<file path="src/rtl/uart_rx_pkg.sv">
// uart_rx_pkg: shared state type and frame layout constants for the UART receive front end
package uart_rx_pkg;

    typedef enum logic [1:0] {IDLE, START, DATA, DONE} rx_state_t;

    localparam int FRAME_BITS = 11;
    localparam int START_IDX  = 0;
    localparam int PARITY_IDX = 9;
    localparam int STOP_IDX   = 10;

endpackage

</file>
<file path="src/rtl/sync_2ff.sv">
// sync_2ff: single-bit two-flop synchroniser, resets to 1 (idle line level)
//   clk in  - destination clock
//   rst in  - asynchronous active-high reset
//   d   in  - asynchronous input
//   q   out - synchronised output, 2 cycles latency
module sync_2ff (
    input  logic clk,
    input  logic rst,
    input  logic d,
    output logic q
);

    logic meta;

    always_ff @(posedge clk or posedge rst)
        if (rst) {q, meta} <= 2'b11;
        else     {q, meta} <= {meta, d};

endmodule

</file>
<file path="src/rtl/uart_rx_sipo.sv">
// uart_rx_sipo: oversampled UART receive front end, assembles a full serial frame into DataParl
//   Clock        in  - system clock
//   Reset        in  - asynchronous active-high reset
//   BaudTick     in  - enable pulse at OVERSAMPLE x baud rate
//   SerialIn     in  - raw asynchronous RX line, idle high
//   DataParl     out - last received frame, bit 0 = start, MSB = stop
//   RecievedFlag out - one-cycle pulse when DataParl has been updated
//   Active       out - high while a frame is in progress
module uart_rx_sipo
    import uart_rx_pkg::*;
#(
    parameter int OVERSAMPLE = 16,
    parameter int FRAME_BITS = uart_rx_pkg::FRAME_BITS
) (
    input  logic                  Clock,
    input  logic                  Reset,
    input  logic                  BaudTick,
    input  logic                  SerialIn,
    output logic [FRAME_BITS-1:0] DataParl,
    output logic                  RecievedFlag,
    output logic                  Active
);

    localparam int TW = $clog2(OVERSAMPLE);
    localparam int BW = $clog2(FRAME_BITS);
    localparam logic [TW-1:0] HALF_LAST  = TW'(OVERSAMPLE / 2 - 1);
    localparam logic [TW-1:0] BIT_LAST   = TW'(OVERSAMPLE - 1);
    localparam logic [BW-1:0] FRAME_LAST = BW'(FRAME_BITS - 1);

    rx_state_t             state, state_d;
    logic [TW-1:0]         tick_cnt, tick_d;
    logic [BW-1:0]         bit_cnt, bit_d;
    logic [FRAME_BITS-1:0] shreg, shreg_d, data_d;
    logic                  flag_d;
    logic                  rxs;

    sync_2ff u_sync (
        .clk (Clock),
        .rst (Reset),
        .d   (SerialIn),
        .q   (rxs)
    );

    assign Active = (state != IDLE);

    always_comb begin
        state_d = state;
        tick_d  = tick_cnt;
        bit_d   = bit_cnt;
        shreg_d = shreg;
        data_d  = DataParl;
        flag_d  = 1'b0;
        case (state)
            IDLE:
                if (BaudTick && !rxs) begin
                    tick_d  = '0;
                    state_d = START;
                end
            START:
                if (BaudTick) begin
                    tick_d = tick_cnt + 1'b1;
                    if (tick_cnt == HALF_LAST) begin
                        // a start bit that is high again at mid-bit was a glitch
                        state_d = rxs ? IDLE : DATA;
                        if (!rxs) begin
                            shreg_d = {rxs, shreg[FRAME_BITS-1:1]};
                            tick_d  = '0;
                            bit_d   = BW'(1);
                        end
                    end
                end
            DATA:
                if (BaudTick) begin
                    tick_d = tick_cnt + 1'b1;
                    if (tick_cnt == BIT_LAST) begin
                        shreg_d = {rxs, shreg[FRAME_BITS-1:1]};
                        tick_d  = '0;
                        bit_d   = bit_cnt + 1'b1;
                        state_d = (bit_cnt == FRAME_LAST) ? DONE : DATA;
                    end
                end
            DONE: begin
                // publish the frame; DataParl is registered so it is valid with the flag
                data_d  = shreg;
                flag_d  = 1'b1;
                state_d = IDLE;
            end
        endcase
    end

    always_ff @(posedge Clock or posedge Reset)
        if (Reset) begin
            state        <= IDLE;
            tick_cnt     <= '0;
            bit_cnt      <= '0;
            shreg        <= '1;
            DataParl     <= '1;
            RecievedFlag <= 1'b0;
        end else begin
            state        <= state_d;
            tick_cnt     <= tick_d;
            bit_cnt      <= bit_d;
            shreg        <= shreg_d;
            DataParl     <= data_d;
            RecievedFlag <= flag_d;
        end

endmodule

</file>
<file path="config.mk">
export PLATFORM = sky130hd
export DESIGN_NAME = uart_rx_sipo
export DESIGN_NICKNAME = d
export VERILOG_FILES = /design/src/rtl/uart_rx_pkg.sv /design/src/rtl/sync_2ff.sv /design/src/rtl/uart_rx_sipo.sv
export SDC_FILE = /design/constraint.sdc
export NUM_CORES = 1
export LEC_CHECK = 0
export ABC_AREA = 1
export BUFFER_PORTS_ARGS = -buffer_cell sky130_fd_sc_hd__buf_2
export CAP_MARGIN = 20
export CORE_ASPECT_RATIO = 0.7
export CORE_MARGIN = 3
export CORE_UTILIZATION = 45
export CTS_CLUSTER_DIAMETER = 200
export DETAILED_ROUTE_END_ITERATION = 7
export GPL_TIMING_DRIVEN = 0
export PLACE_DENSITY = 0.67
export SLEW_MARGIN = 20
export SYNTH_ARGS = -nofsm -noshare
export SYNTH_HDL_FRONTEND = slang
export SYNTH_SLANG_ARGS = --single-unit
</file>
<file path="constraint.sdc">
create_clock -name Clock -period 1.9 [get_ports Clock]
set_input_delay 0 -clock Clock [delete_from_list [all_inputs] [get_ports Clock]]
set_output_delay 0 -clock Clock [all_outputs]
set_load 0.01 [all_outputs]
</file>
Yosys cells after proc, flatten, opt, wreduce, memory -nomap -nowiden
Cells that the tools add are included.
{ "classes": {"addsub": 2, "eq_ne": 12, "mux": 28, "reduce_logical": 9} }
{ "op_table": {"columns": ["cell", "count"], "rows": [
  ["$mux 11", 5],
  ["$mux 4", 11],
  ["$pmux 11 s2", 1],
  ["$mux 2", 6],
  ["$ne 2x2->1 const B", 6],
  ["$pmux 4 s3", 1],
  ["$add 4x1->4 const B", 2],
  ["$eq 4x4->1 const B", 2],
  ["$pmux 2 s4", 1],
  ["$pmux 4 s2", 1],
  ["$reduce_and 6->1", 1],
  ["$reduce_and 5->1", 1],
  ["$eq 2x2->1 const B", 2],
  ["$eq 4x3->1 const B", 1],
  ["$reduce_and 4->1", 1],
  ["$reduce_bool 2->1", 2],
  ["$reduce_bool 3->1", 1],
  ["$eq 2x1->1 const B", 1],
  ["$logic_not 2->1", 1],
  ["$mux 1", 2],
  ["$logic_and 1x1->1", 1],
  ["$logic_not 1->1", 1]
]} }
{ "word_totals": {"register_bits": 35, "word_cells": 59} }

Logic depth before layout (Yosys ltp)
{ "depth": {"ltp_word": 5, "ltp_mapped": 10} }

Cells and area by module
From an unflattened synthesis, not the netlist that was laid out.
{ "hier_totals": {"hier_cells": 190, "area_unflattened_um2": 1729.2} }
{ "by_module_without_submodules": {"columns": ["module", "instances", "cells_per_inst", "area_each_um2"], "rows": [
  ["uart_rx_sipo", 1, 187, 1672.9],
  ["sync_2ff", 1, 3, 56.3]
]} }

Worst setup path after synthesis
OpenSTA, ideal clock, no wires.
{ "synth_path": {"path_type": "register to register", "startpoint": "reg state[0]", "endpoint": "reg bit_cnt[2]", "arrival_time_ns": 1.430, "required_ns": 1.784, "setup_slack_ns": 0.353, "stages_incl_launch_ff": 8, "n_path_buf": 1, "period_less_slack_ns": 1.547, "path_cell_list": "dfrtp_1 -> inv_1 -> ha_1 -> o21ai_2 -> nand4_2 -> buf_6 -> nand2_1 -> nand2_1"} }
{ "synth_via": {"elab_chain_len": 3} }
{ "synth_rtl": {"columns": ["item", "line", "text"], "rows": [
  ["start: declaration", "uart_rx_sipo.sv:30", "rx_state_t state, state_d;"],
  ["start signal: assignment", "uart_rx_sipo.sv:100", "state <= state_d;"],
  ["$eq 2x1->1 / $eq 2x2->1 (equally long branches)", "uart_rx_sipo.sv:53", "case (state)"],
  ["$ne 2x2->1 (no line) / $reduce_bool 2->1 (equally long branches)", null, null],
  ["$reduce_and 6->1 (no line)", null, null],
  ["end signal: assignment", "uart_rx_sipo.sv:102", "bit_cnt <= bit_d;"],
  ["end: declaration", "uart_rx_sipo.sv:32", "logic [BW-1:0] bit_cnt, bit_d;"]
]} }
Parallel ways exist; a longest one is shown, timed or not.
A chain may end at the register's enable or synchronous reset.

==> results_dict.tcl <==
set metrics [dict create \
    clock_path_buffers 2 \
    n_fill_cell 316 \
    status "finished clean" \
    slew_headroom_pct 54.56 \
    netlist_area_mm2 0.001690 \
    crit_type "reg2reg" \
    critPathArrivalTime_ps 1920 \
    cts_tree "yes" \
    routedWlPerCell_um 10.76 \
    path_cells "inv_1, ha_1, inv_1, nand2_1, nand2_2, nand3_4, nor2_4, buf_6, nand2_1, nand2_1" \
    cp-end-kind "flop" \
    final_cell_area_mm2 0.001946 \
    ys_types 22 \
    tightest_slew_ps 680.6 \
    hold_path_depth 7 \
    dpl_cell_area_mm2 0.001829 \
    cpMaxStageDelayCell "dfrtp_1" \
    total_leakage_power_nw 1.025 \
    rsz0062_at_grt "false" \
    cp_data_required_time_ps 2130 \
    min_period_ps 1691 \
    p_per_area_mw_per_mm2 1323 \
    drive_gt1_share_pct 26.20 \
    min_to "shreg[8]$_DFFE_PP1P_" \
    cts_buffers 5 \
    first_pass_iters 4 \
    antennaDiodeCount 0 \
    port_buffers 16 \
    ys_ff_latch 35 \
    place.gp.congestion 0.8036 \
    cts_max_level 2 \
    yosys_warnings 0 \
    areaGrowthSynthToFinish_pct 15.10 \
    worstSkewPairLatency_ps 280 \
    period_share_pct 89.00 \
    setup_tns_ps 0 \
    core-area_mm2 0.003361 \
    final_max_slew_viol_count 0 \
    combPwrFrac_pct 34.7 \
    r2r_cells 10 \
    rows 17 \
    grt_pass1_wl_mm 5.064 \
    clock_skew_ps 7.291 \
    antenna_left 0 \
    net-switching-power_uw 970.1 \
    min_path_type "in2reg" \
    intPower_mw 1.604 \
    drtIter0Drc 111 \
    grt_usage_pct 14.83 \
    layout_common_cells "nand2_1, dfstp_2, buf_2, inv_1, dfrtp_1" \
    avgSynthCellArea_um2 8.327 \
    start_util_pct 50.30 \
    synth.net_count 215 \
    clockRootBuffer "clkbuf_8" \
    ios 17 \
    worstHoldStart "BaudTick" \
    route.detailed.drc 0 \
    synth_cells 203 \
    maxCapViolations 0 \
    numClockSinks 35 \
    finalSetupViolations 0 \
    r2r-end "shreg[1]$_DFFE_PP1P_" \
    layout_commonest_cell "nand2_1" \
    hold_violations 0 \
    sequentialPowerShare_pct 44.2 \
    fmax_ghz 0.5914 \
    routed_wl_mm 2.970 \
    grt_max_degree 36 \
    grt_pass1_vias 1130 \
    gr-total-overflow 0 \
    antenna_found_initial 0 \
    cp_max_fo 10 \
    start_kind "flop" \
    die_x_um 79.26 \
    fin_nets 240 \
    dp_hpwl_mm 2.154 \
    clk_pin_slew_worst_paths_ps 70 \
    vias 1275 \
    clkPwrFrac_pct 21.1 \
    die_h_um 57.28 \
    vdd_drop_max_mv 0.6299 \
    crit_path_frequent_cell "nand2_1" \
    cpPeakStageDelay_ps 420 \
    dieArea_mm2 0.004540 \
    r2r_slack_ps 210 \
    ys_seq_area_share_pct 53.59 \
    swShare_pct 37.68 \
    vias_per_cell 4.620 \
]
==> cell type report <==
cell class	count	area, µm²	area share [%]
flip-flops and latches	35	905.9	46.56
multi-input cells	146	691.9	35.56
repair buffers	18	100.1	5.145
clock buffers	7	86.33	4.437
inverters	18	67.56	3.473
well taps	47	58.81	3.023
plain buffers	4	30.03	1.543
clock inverters	1	5.005	0.2572
==> power by group through the flow <==
stage / clock, mW / combinational [mW] / sequential [mW]
final: 0.542 / 0.894 / 1.14
after global routing: 0.596 / 1.01 / 1.17
after CTS: 0.561 / 0.891 / 1.14
after detailed placement: 0 / 0.885 / 1.15
after global placement: 0 / 0.886 / 1.14
after floorplan: 0 / 0.654 / 1.14
==> worst max-delay path: cells and delay by family (launching register included) <==
family	cells	cell delay [ps]
buf+inv	3	390
flops	1	420
fa+ha+maj	1	250
simple gates	6	580
==> per-stage QoR <==
step                      instances  utilization [%]  setup slack, ps  total power, mW  hold slack [ps]
final                           276            57.89            209.0            2.575            177.1
after detailed placement        266            54.43            112.7            2.033            107.3
after CTS                       276            57.74            112.4            2.588            163.1
after global placement          266            54.43            96.87            2.025            105.3
after floorplan                 203                -            353.4            1.792            4.478
after global routing            276            57.89            59.27            2.769            209.9
==> routing by layer <==
layer / up-vias / part of all wire, % / global-route usage, %
met3: 7 / 5.9 / 5.363
met1: 569 / 55 / 22.20
met2: 32 / 37 / 18.47
met4: 0 / 2.1 / 7.353
li1: 667 / - / -
met5: - / 0 / 0
==> repair_timing <==
item	in CTS	in global routing
setup endpoints to repair	0	9
hold buffers	2	0
buffers inserted	0	0
resized for setup	0	2
endpoints found under the hold margin	12	0
==> cells by family after synthesis <==
kind of cell               after synthesis  synth area share (%)
DFF                                     35                 53.59
and+or+nand+nor                        132                 32.35
AOI/OAI and AO/OA                        5                 1.850
adders and majority gates                8                 5.922
xor gates and xnor gates                 1                0.5182
buffers and inverters                   22                 5.774
==> worst max path at each step <==
| stage | from | to | slack [ps] | cells past startpoint |
|---|---|---|---|---|
| floorplan | state[0]$_DFFE_PP0P_ | bit_cnt[2]$_DFFE_PP0P_ | 350 | 7 |
| global placement | state[0]$_DFFE_PP0P_ | tick_cnt[1]$_DFFE_PP0P_ | 100 | 8 |
| detailed placement | state[0]$_DFFE_PP0P_ | tick_cnt[3]$_DFFE_PP0P_ | 110 | 8 |
| CTS | state[0]$_DFFE_PP0P_ | tick_cnt[3]$_DFFE_PP0P_ | 110 | 8 |
| global route | state[0]$_DFFE_PP0P_ | bit_cnt[2]$_DFFE_PP0P_ | 60 | 8 |
| finish | flop | shreg[1]$_DFFE_PP1P_ | 210 | 10 |
==> cell usage after synthesis <==
cell type / count / area (µm²)
nor2_2: 1 / 6.260
nand4_2: 1 / 12.51
o21ai_2: 1 / 8.760
nand3b_1: 1 / 7.510
clkbuf_1: 2 / 7.510
dfrtp_1: 11 / 275.3
nand2_1: 108 / 405.4
o21bai_1: 1 / 7.510
inv_2: 2 / 7.510
o21ai_0: 2 / 10.01
nand3_1: 6 / 30.03
nand2_2: 1 / 6.260
nor2_1: 10 / 37.54
nand4_1: 2 / 12.51
ha_1: 8 / 100.1
buf_6: 2 / 22.52
xnor2_1: 1 / 8.760
a21oi_1: 1 / 5.000
nor2_4: 1 / 11.26
nand3_4: 1 / 17.52
inv_1: 16 / 60.06
dfstp_2: 24 / 630.6
==> flip-flops by register name (all words and copies together) (netlist names), named ones only <==
register and count:
u_sync.q 1, tick_cnt 4, state 1, bit_cnt 4
u_sync.meta 1, DataParl 11, RecievedFlag 1, shreg 11
Power figures use the tool's default switching activity.
